[src/rtl/vx_tag_flush_pkg.sv]
// Shared cache flush definitions: controller state encodings and line-geometry helpers.
`timescale 1ns/1ps
package vx_tag_flush_pkg;

    // Registered 2-bit phase; the INIT state is the SWEEP phase with src = auto.
    typedef enum logic [1:0] {
        PH_IDLE  = 2'd0,
        PH_DRAIN = 2'd1,
        PH_SWEEP = 2'd2,
        PH_DONE  = 2'd3
    } flush_phase_e;

    typedef enum logic {
        SRC_AUTO = 1'b0,
        SRC_REQ  = 1'b1
    } flush_src_e;

    // Logical state as seen by a debugger (phase + src decoded).
    typedef enum logic [2:0] {
        ST_INIT  = 3'd0,
        ST_IDLE  = 3'd1,
        ST_DRAIN = 3'd2,
        ST_SWEEP = 3'd3,
        ST_DONE  = 3'd4
    } flush_state_e;

    function automatic flush_state_e flush_state(input flush_phase_e ph, input flush_src_e src);
        case (ph)
            PH_IDLE:  return ST_IDLE;
            PH_DRAIN: return ST_DRAIN;
            PH_SWEEP: return (src == SRC_AUTO) ? ST_INIT : ST_SWEEP;
            default:  return ST_DONE;
        endcase
    endfunction

    function automatic int lines_per_bank(input int cache_size, input int line_size, input int num_banks);
        return cache_size / (line_size * num_banks);
    endfunction

    function automatic int line_select_bits(input int lines);
        return (lines > 1) ? $clog2(lines) : 0;
    endfunction

    // Word-address width minus the in-line offset, never below one bit.
    function automatic int line_addr_width(input int word_size, input int line_size);
        int w;
        w = word_size * 8 - $clog2(line_size);
        return (w < 1) ? 1 : w;
    endfunction

endpackage

[src/rtl/vx_tag_flush_ctrl.sv]
// Per-bank tag-store flush controller: sweeps every line after reset and on
// each cache-level flush request, after outstanding misses have drained.
`timescale 1ns/1ps
module vx_tag_flush_ctrl
    import vx_tag_flush_pkg::*;
#(
    parameter int CACHE_ID        = 0,
    parameter int BANK_ID         = 0,
    parameter int CACHE_SIZE      = 1,
    parameter int CACHE_LINE_SIZE = 1,
    parameter int NUM_BANKS       = 1,
    parameter int WORD_SIZE       = 1,
    parameter int FLUSH_ON_RESET  = 1,
    localparam int LINE_ADDR_WIDTH = line_addr_width(WORD_SIZE, CACHE_LINE_SIZE)
) (
    input  logic                       clk,
    input  logic                       reset,
    input  logic                       stall,
    input  logic                       flush_req_valid,
    output logic                       flush_req_ready,
    output logic                       flush_rsp_valid,
    input  logic                       flush_rsp_ready,
    input  logic                       mshr_empty,
    output logic                       flush_valid,
    input  logic                       flush_ready,
    output logic [LINE_ADDR_WIDTH-1:0] flush_addr,
    output logic                       busy
);

    localparam int LINES    = lines_per_bank(CACHE_SIZE, CACHE_LINE_SIZE, NUM_BANKS);
    localparam int SEL_BITS = line_select_bits(LINES);
    localparam int CNT_W    = (SEL_BITS > 0) ? SEL_BITS : 1;
    localparam logic [CNT_W-1:0] LAST = CNT_W'(LINES - 1);
    localparam bit AUTO = (FLUSH_ON_RESET != 0);

    // Reject geometries the counter/address mapping cannot represent.
    if (LINES < 1 || LINE_ADDR_WIDTH < SEL_BITS || BANK_ID < 0 ||
        BANK_ID >= NUM_BANKS || CACHE_ID < 0) begin : g_bad_cfg
        $error("vx_tag_flush_ctrl: invalid cache geometry or ids");
    end

    flush_phase_e     phase;
    flush_src_e       src;
    logic [CNT_W-1:0] cnt;
    logic             fire;

    // Address only depends on the counter register, so it holds whenever no fire occurs.
    assign flush_addr = LINE_ADDR_WIDTH'(cnt);
    assign fire       = flush_valid && flush_ready && !stall;

    // Flush FSM with registered handshake outputs; async reset restarts any sweep.
    always_ff @(posedge clk or negedge reset) begin
        if (!reset) begin
            phase           <= AUTO ? PH_SWEEP : PH_IDLE;
            src             <= SRC_AUTO;
            cnt             <= '0;
            flush_valid     <= AUTO;
            busy            <= AUTO;
            flush_req_ready <= !AUTO;
            flush_rsp_valid <= 1'b0;
        end else begin
            case (phase)
                PH_IDLE: begin
                    if (flush_req_valid) begin
                        src             <= SRC_REQ;
                        phase           <= PH_DRAIN;
                        flush_req_ready <= 1'b0;
                        busy            <= 1'b1;
                    end
                end
                PH_DRAIN: begin
                    if (mshr_empty) begin
                        phase       <= PH_SWEEP;
                        flush_valid <= 1'b1;
                    end
                end
                PH_SWEEP: begin
                    if (fire) begin
                        if (cnt == LAST) begin
                            cnt         <= '0;
                            flush_valid <= 1'b0;
                            busy        <= 1'b0;
                            if (src == SRC_AUTO) begin
                                phase           <= PH_IDLE;
                                flush_req_ready <= 1'b1;
                            end else begin
                                phase           <= PH_DONE;
                                flush_rsp_valid <= 1'b1;
                            end
                        end else begin
                            cnt <= cnt + CNT_W'(1);
                        end
                    end
                end
                PH_DONE: begin
                    if (flush_rsp_ready) begin
                        phase           <= PH_IDLE;
                        flush_rsp_valid <= 1'b0;
                        flush_req_ready <= 1'b1;
                    end
                end
                default: phase <= PH_IDLE;
            endcase
        end
    end

endmodule

[config.mk]
export PLATFORM = sky130hd
export DESIGN_NAME = vx_tag_flush_ctrl
export DESIGN_NICKNAME = d
export VERILOG_FILES = /design/src/rtl/vx_tag_flush_pkg.sv /design/src/rtl/vx_tag_flush_ctrl.sv
export SDC_FILE = /design/constraint.sdc
export NUM_CORES = 1
export LEC_CHECK = 0
export BUFFER_PORTS_ARGS = -buffer_cell sky130_fd_sc_hd__clkbuf_2
export CORE_AREA = 2 2 39 41
export DETAILED_ROUTE_END_ITERATION = 8
export DIE_AREA = 0 0 41 43
export SYNTH_ARGS = -nofsm -noshare
export SYNTH_HDL_FRONTEND = slang
export SYNTH_SLANG_ARGS = --single-unit
[constraint.sdc]
create_clock -name clk -period 1.2 [get_ports clk]
set_input_delay 0 -clock clk [delete_from_list [all_inputs] [get_ports clk]]
set_output_delay 0 -clock clk [all_outputs]
set_load 0.1 [all_outputs]
# ---- Word level (Yosys, flattened, before mapping)
# Cells that the tools add are included.
dict set report totals {
  wordCells 58
  reg_bits 8
  out_inout_bits 12
}
dict set report op_classes {
  muxes 25
  n_addsub 1
  reduce_logical 15
  n_eq_ne 10
}
# cell n
set op_table {}
lappend op_table {{$mux 1} 14}
lappend op_table {{$ne 2x2->1 const B} 7}
lappend op_table {{$mux 2} 6}
lappend op_table {{$reduce_and 5->1} 2}
lappend op_table {{$pmux 2 s4} 1}
lappend op_table {{$reduce_and 4->1} 2}
lappend op_table {{$pmux 1 s2} 3}
lappend op_table {{$reduce_and 6->1} 1}
lappend op_table {{$reduce_bool 2->1} 3}
lappend op_table {{$eq 2x2->1 const B} 2}
lappend op_table {{$reduce_and 2->1} 2}
lappend op_table {{$pmux 1 s3} 1}
lappend op_table {{$reduce_bool 3->1} 1}
lappend op_table {{$eq 2x1->1 const B} 1}
lappend op_table {{$logic_and 1x1->1} 2}
lappend op_table {{$logic_not 2->1} 1}
lappend op_table {{$add 1x1->1 const B} 1}
lappend op_table {{$logic_not 1->1} 1}

# ---- Logic depth before layout (Yosys ltp)
# Gate-level depths: netlist of the first run.
dict set report depth {
  depth_word 4
  depth_mapped 4
}

# ---- Least setup slack after synthesis of the first run
# Ideal clock, no wire load.
dict set report synth_timing {
  kind {register to register}
  from {register flush_valid}
  to {register phase[0]}
  setup_ns 0.079
  t_arrival_ns 1.334
  n_path_buf 0
  required_ns 1.121
  period_less_slack_ns 1.413
  path_stages_with_launch 4
  path_slack_ns -0.213
  cell_sequence {dfstp_2 > and4bb_1 > a2bb2oi_1 > mux2i_1}
}
dict set report synth_between {
  elab_chain_cells 4
}
# element line_no
set synth_rtl {}
lappend synth_rtl {{start: declaration} vx_tag_flush_ctrl.sv:24} ;# output logic flush_valid,
lappend synth_rtl {{start signal: assignment} vx_tag_flush_ctrl.sv:57} ;# flush_valid <= AUTO;
lappend synth_rtl {{start signal: assignment} vx_tag_flush_ctrl.sv:74} ;# flush_valid <= 1'b1;
lappend synth_rtl {{start signal: assignment} vx_tag_flush_ctrl.sv:81} ;# flush_valid <= 1'b0;
lappend synth_rtl {{$logic_and 1x1->1 (2 in a row)} vx_tag_flush_ctrl.sv:49} ;# assign fire = flush_valid && flush_ready && !stall;
lappend synth_rtl {{$ne 2x2->1 (no line)} -}
lappend synth_rtl {{$reduce_and 5->1 (no line)} -}
lappend synth_rtl {{end signal: assignment} vx_tag_flush_ctrl.sv:54} ;# phase <= AUTO ? PH_SWEEP : PH_IDLE;
lappend synth_rtl {{end: declaration} vx_tag_flush_ctrl.sv:42} ;# flush_phase_e phase;
# No other way between the ends.
# A chain may end at the register's enable or synchronous reset.

# ---- Worst setup path in the final report of the first run
# Ends and elaborated chain as after synthesis.

==> results of run 1 <==
==> worst max-delay path by stage <==
stage / start / slack [ns] / cells past startpoint / endpoint
4_1_cts: flush_valid$_DFFE_PN1P_ / -0.0005 / 3 / phase[0]$_DFFE_PN0P_
6_report: flush_valid$_DFFE_PN1P_ / 0.005 / 3 / phase[0]$_DFFE_PN0P_
3_5_place_dp: flush_valid$_DFFE_PN1P_ / 0.02 / 3 / phase[0]$_DFFE_PN0P_
2_1_floorplan: flush_valid$_DFFE_PN1P_ / -0.09 / 3 / phase[0]$_DFFE_PN0P_
3_3_place_gp: flush_valid$_DFFE_PN1P_ / 0.04 / 3 / phase[0]$_DFFE_PN0P_
5_1_grt: flush_valid$_DFFE_PN1P_ / -0.06 / 3 / phase[0]$_DFFE_PN0P_
==> worst max-delay path, stage by stage (launching register included) <==
cell,delay (ns)
dfstp_4,0.65
and4bb_1,0.26
a2bb2oi_2,0.06
mux2i_1,0.14
==> flip-flops by register name (all words and copies together) (netlist names) <==
signal	flops
phase	2
busy	1
flush_req_ready	1
flush_rsp_valid	1
flush_valid	1
src	1
==> placed cells by master (no fill, tap or decap) <==
| cell | count |
|---|---|
| a32o_2 | 1 |
| o21bai_1 | 1 |
| dlygate4sd3_1 | 2 |
| clkbuf_2 | 6 |
| and4bb_1 | 1 |
| buf_4 | 3 |
| nand3_1 | 1 |
| o21ai_0 | 3 |
| dfstp_2 | 2 |
| conb_1 | 8 |
| dfstp_4 | 1 |
| a21oi_1 | 3 |
| mux2i_1 | 2 |
| buf_12 | 2 |
| o21ba_1 | 1 |
| dfrtp_1 | 3 |
| o21ai_2 | 1 |
| nand2_1 | 4 |
| nand4bb_4 | 1 |
| clkbuf_4 | 3 |
| dfrtp_2 | 1 |
| a2bb2oi_2 | 1 |
| clkbuf_1 | 1 |
| inv_1 | 1 |
| nand2b_1 | 1 |
==> Yosys cell counts <==
cell type / instances / area (um^2)
conb_1: 1 / 3.75
dfrtp_1: 4 / 100
o21ba_1: 1 / 10.0
o21bai_1: 1 / 7.51
dfstp_2: 3 / 78.8
nand4bb_4: 1 / 27.5
nand2_1: 4 / 15.0
nand2b_1: 1 / 6.26
o21ai_0: 3 / 15.0
and4bb_1: 1 / 12.5
mux2i_1: 2 / 20.0
nand3_1: 1 / 5.00
buf_6: 1 / 11.3
inv_1: 1 / 3.75
a2bb2oi_1: 1 / 8.76
o21ai_2: 1 / 8.76
a32o_2: 1 / 11.3
a21oi_1: 3 / 15.0
buf_4: 8 / 60.1
clkbuf_1: 1 / 3.75
==> stage by stage <==
step                      instances  setup WS [ns]  util [%]
after floorplan                  47        -0.0852         -
after global placement           64         0.0405      35.6
after detailed placement         64         0.0247      35.6
after CTS                        70      -0.000489      39.0
after global routing             70        -0.0590      39.4
final                            70        0.00500      39.4
==> area by class of cell <==
cell class	instances	share of cell area [%]
clock buffer	4	4.82
sequential	7	33.7
inverter	1	0.688
multi-input combinational	29	36.5
timing repair buffer	13	20.6
tap	16	3.67
==> routing by layer <==
metal	wire length [um]	vias to the layer above	global-route usage, %
li1	-	155	-
met4	0	0	6.00
met1	311	132	11.9
met2	350	8	13.4
met5	0	-	0
met3	47	0	4.71
==> repair_timing <==
action,CTS,global route
resized for setup,0,1
hold buffers,2,0
endpoints found under the setup margin,1,1
hold endpoints to repair,8,0
==> cells by family after synthesis <==
kind of cell | after synthesis | synth area share (%)
buffers and inverters | 11 | 18.6
DFF | 7 | 42.2
muxes | 2 | 4.72
and+or+nand+nor | 8 | 15.6
AOI/OAI and AO/OA | 11 | 18.0
other | 1 | 0.884
==> impl_metrics.tcl, run 1 <==
set metrics [dict create \
    num_vias 295 \
    ctsRootBufferMaster "clkbuf_4" \
    postSynthCellCount 40 \
    crit_arrival_ns 1.36 \
    fill_cells 147 \
    post-route-period-util_pct 99.6 \
    die_h_um 43 \
    first_global_vias 268 \
    htree_levels 1 \
    hold_start "flush_req_valid" \
    maxCapViolations 0 \
    netlist_area_um2 424 \
    die-area_um2 1760 \
    drc_errors 0 \
    clock.fmax_mhz 837 \
    tritoncts "yes" \
    end_kind "flop" \
    drive_gt1_share_pct 40.7 \
    antenna_found_initial 0 \
    min_path_cells 3 \
    dieWidth_um 41 \
    gp_congestion 0.692 \
    track_usage_pct 9.82 \
    top_level_ports 19 \
    crit_type "reg -> reg" \
    hold_violations 0 \
    r2r-end "phase[0]$_DFFE_PN0P_" \
    status "complete, no violations" \
    seq_area_frac_synth_pct 42.2 \
    worstReg2RegStart "flush_valid$_DFFE_PN1P_" \
    clk_pin_slew_ns 0.05 \
    grt_start_max_net_pins 9 \
    final-max-slew-violation-count 0 \
    diodes 0 \
    io_buffers 10 \
    skew_ns 0.00313 \
    ys_warn_count 0 \
    core_area_um2 1380 \
    ant_nets 0 \
    drt-initial-drc-count 3 \
    finalSetupTns_ns 0 \
    synth_cell_type_count 20 \
    finalNetCount 62 \
    ff_latch_area_um2 184 \
    insertion_delay_ns 0.24 \
    r2r_slack_ns 0.005 \
    setup_violations 0 \
    period_minus_slack_ns 1.20 \
    cts.sinks 7 \
    holdWs_ns 0.0622 \
    cp_data_required_time_ns 1.36 \
    worstHoldPathType "in -> reg" \
    setup.worst_path.start_class "flop" \
    syn_area_per_cell_um2 10.6 \
    ys_ff_latch 7 \
    routed_wl_um 710 \
    cts_max_path_buffers 2 \
    design_area_um2 546 \
    cts_made_buffers 3 \
    dpl_cell_area_um2 493 \
    rsz0062_at_grt "true" \
    critPathMaxFanout 5 \
    grt-ovfl-total 0 \
    r2r_cells 3 \
    wl_per_cell_um 10.1 \
    dr.pass1.iters 2 \
    multi_input_area_um2 199 \
    min_to "src$_DFFE_PN0P_" \
    rows 14 \
    hpwl_um 592 \
    via_per_inst 4.21 \
    grt_pass1_wl_mm 1.10 \
    initial_core_util_pct 30.7 \
    cts_setup_buffers 0 \
    area_delta_synth_final_pct 28.6 \
]
Power of run 1 is left out: the tool's default activity adds up to more than one toggle a clock period on the data nets, which glitch-free logic cannot reach.
==> run 2, diff against run 1 <==
- CTS_BUF_LIST: unset -> sky130_fd_sc_hd__clkbuf_8
- CTS_CLUSTER_DIAMETER: unset -> 50
- clock period: 1.2 -> 1.46 ns (I/O delays scaled with it)
==> run 2 against run 1 <==
  * First-iteration DRC count shrank 33%
  * Clock skew shrank 0.0012 ns
  * Global-route usage grew 1.2 points
  * Non-clock buffer count shrank 2
  * Register-to-register slack gained 0.36 ns
  * Via count shrank 2.7%
  * Final cell count shrank 2.9%
  * Utilization shrank 3.3 points
  * Worst setup slack gained 0.18 ns
  * Critical path depth shrank 2
  * Clock-buffer cell count shrank 1
  * Routed wire length grew 7.2%
  * Critical path type is now reg -> out
==> impl_metrics.tcl, run 2 (synthesis gave the netlist of run 1 again) <==
set metrics [dict create \
    grt_start_max_net_pins 10 \
    maxCapViolations 0 \
    cp_data_required_time_ns 1.46 \
    insertion_delay_ns 0.23 \
    wl_per_cell_um 11.2 \
    ctsRootBufferMaster "clkbuf_8" \
    dp_cells 63 \
    num_vias 287 \
    critPathMaxFanout 5 \
    holdWs_ns 0.0225 \
    cts.sinks 7 \
    antenna_found_initial 0 \
    skew_ns 0.00196 \
    grt_pass1_wl_mm 1.22 \
    worstReg2RegStart "flush_valid$_DFFE_PN1P_" \
    dr.pass1.iters 2 \
    finalNetCount 60 \
    core_area_um2 1380 \
    end_kind "output pin" \
    stdcell_count 68 \
    rows 14 \
    regMostFlops "phase" \
    grt-ovfl-total 0 \
    final_cell_mix "clkbuf_2, conb_1, nand2_1, dfrtp_1" \
    dieWidth_um 41 \
    critPathBufInv 1 \
    diodes 0 \
    multi_input_area_um2 193 \
    post-route-period-util_pct 87.3 \
    initial_core_util_pct 30.7 \
    clk_pin_slew_ns 0.04 \
    ant_nets 0 \
    clock.fmax_mhz 784 \
    die-area_um2 1760 \
    io_buffers 10 \
    drive_gt1_share_pct 36.5 \
    routed_wl_um 761 \
    tritoncts "yes" \
    cts-resized-gates 0 \
    ff_latch_area_um2 179 \
    first_global_vias 275 \
    rsz0062_at_grt "false" \
    critical_path.top_delay_family "flip-flops" \
    crit_type "reg -> out" \
    crit_slowest_cell "dfstp_2" \
    hold_violations 0 \
    max_stage_delay_ns 0.58 \
    maxSlewHeadroom_pct 64.1 \
    layout_commonest_cell "clkbuf_2" \
    top_level_ports 19 \
    crit_arrival_ns 1.28 \
    finalSetupTns_ns 0 \
    setup_violations 0 \
    die_h_um 43 \
    setup.worst_path.start_class "flop" \
    largest_reg_flops 2 \
    htree_levels 1 \
    drc_errors 0 \
    cp-startpoint "flush_valid$_DFFE_PN1P_" \
    worst_pin_slew_ns 0.541 \
    final-max-slew-violation-count 0 \
    gp_congestion 0.728 \
    track_usage_pct 11.0 \
    cts_max_path_buffers 2 \
    period_minus_slack_ns 1.28 \
    worstHoldPathType "in -> reg" \
    fill_cells 147 \
    drt-initial-drc-count 2 \
    cp_cell_sequence "clkbuf_2" \
    r2r_slack_ns 0.36 \
    via_per_inst 4.22 \
    cts_made_buffers 3 \
    status "complete, no violations" \
    area_delta_synth_final_pct 18.0 \
    hold_start "mshr_empty" \
]
[run 2: cell types whose count changed in the layout (fill, tap and decap cells not counted), sizes merged]
cell and delta:
inv +1, buf -5, dlygate4sd3 -1, clkbuf +3
[run 2: final timing paths]
check,endpoint,depth (start not counted)
setup / recovery,flush_valid,1
hold / removal,phase[1]$_DFFE_PN1P_,3
setup reg to reg,phase[0]$_DFFE_PN0P_,3
hold reg to reg,busy$_DFFE_PN1P_,2
max in group asynchronous,busy$_DFFE_PN1P_,2
min in group asynchronous,flush_req_ready$_DFFE_PN0P_,2
[run 2: per-stage QoR]
step | utilization (%) | cell area, um^2 | worst slack, ns
after global placement | 32.2 | 445 | 0.369
after CTS | 36.2 | 500 | 0.175
after detailed placement | 32.2 | 445 | 0.378
after global routing | 36.2 | 500 | 0.143
final | 36.2 | 500 | 0.185
after floorplan | - | 450 | 0.0469
[run 2: metal layers]
metal	part of all wire, %	global-route usage (%)
met4	1.1	8.00
met2	48	14.4
met1	45	13.4
met5	0	0
met3	6.6	5.24
[run 2: repair_timing]
item / 4_1_cts / 5_1_grt
endpoints found under the hold margin: 7 / 0
setup endpoints to repair: 0 / 0
buffers inserted: 0 / 0
hold buffers: 1 / 0
[run 2: final cells by class]
cell class	count	share of cell area, %
tap	16	4.00
timing repair buffer	11	12.0
multi-input combinational	29	38.5
clock inverter	1	0.750
sequential	7	35.8
clock buffer	3	8.25
inverter	1	0.750
Power of run 2 is left out for the same reason.
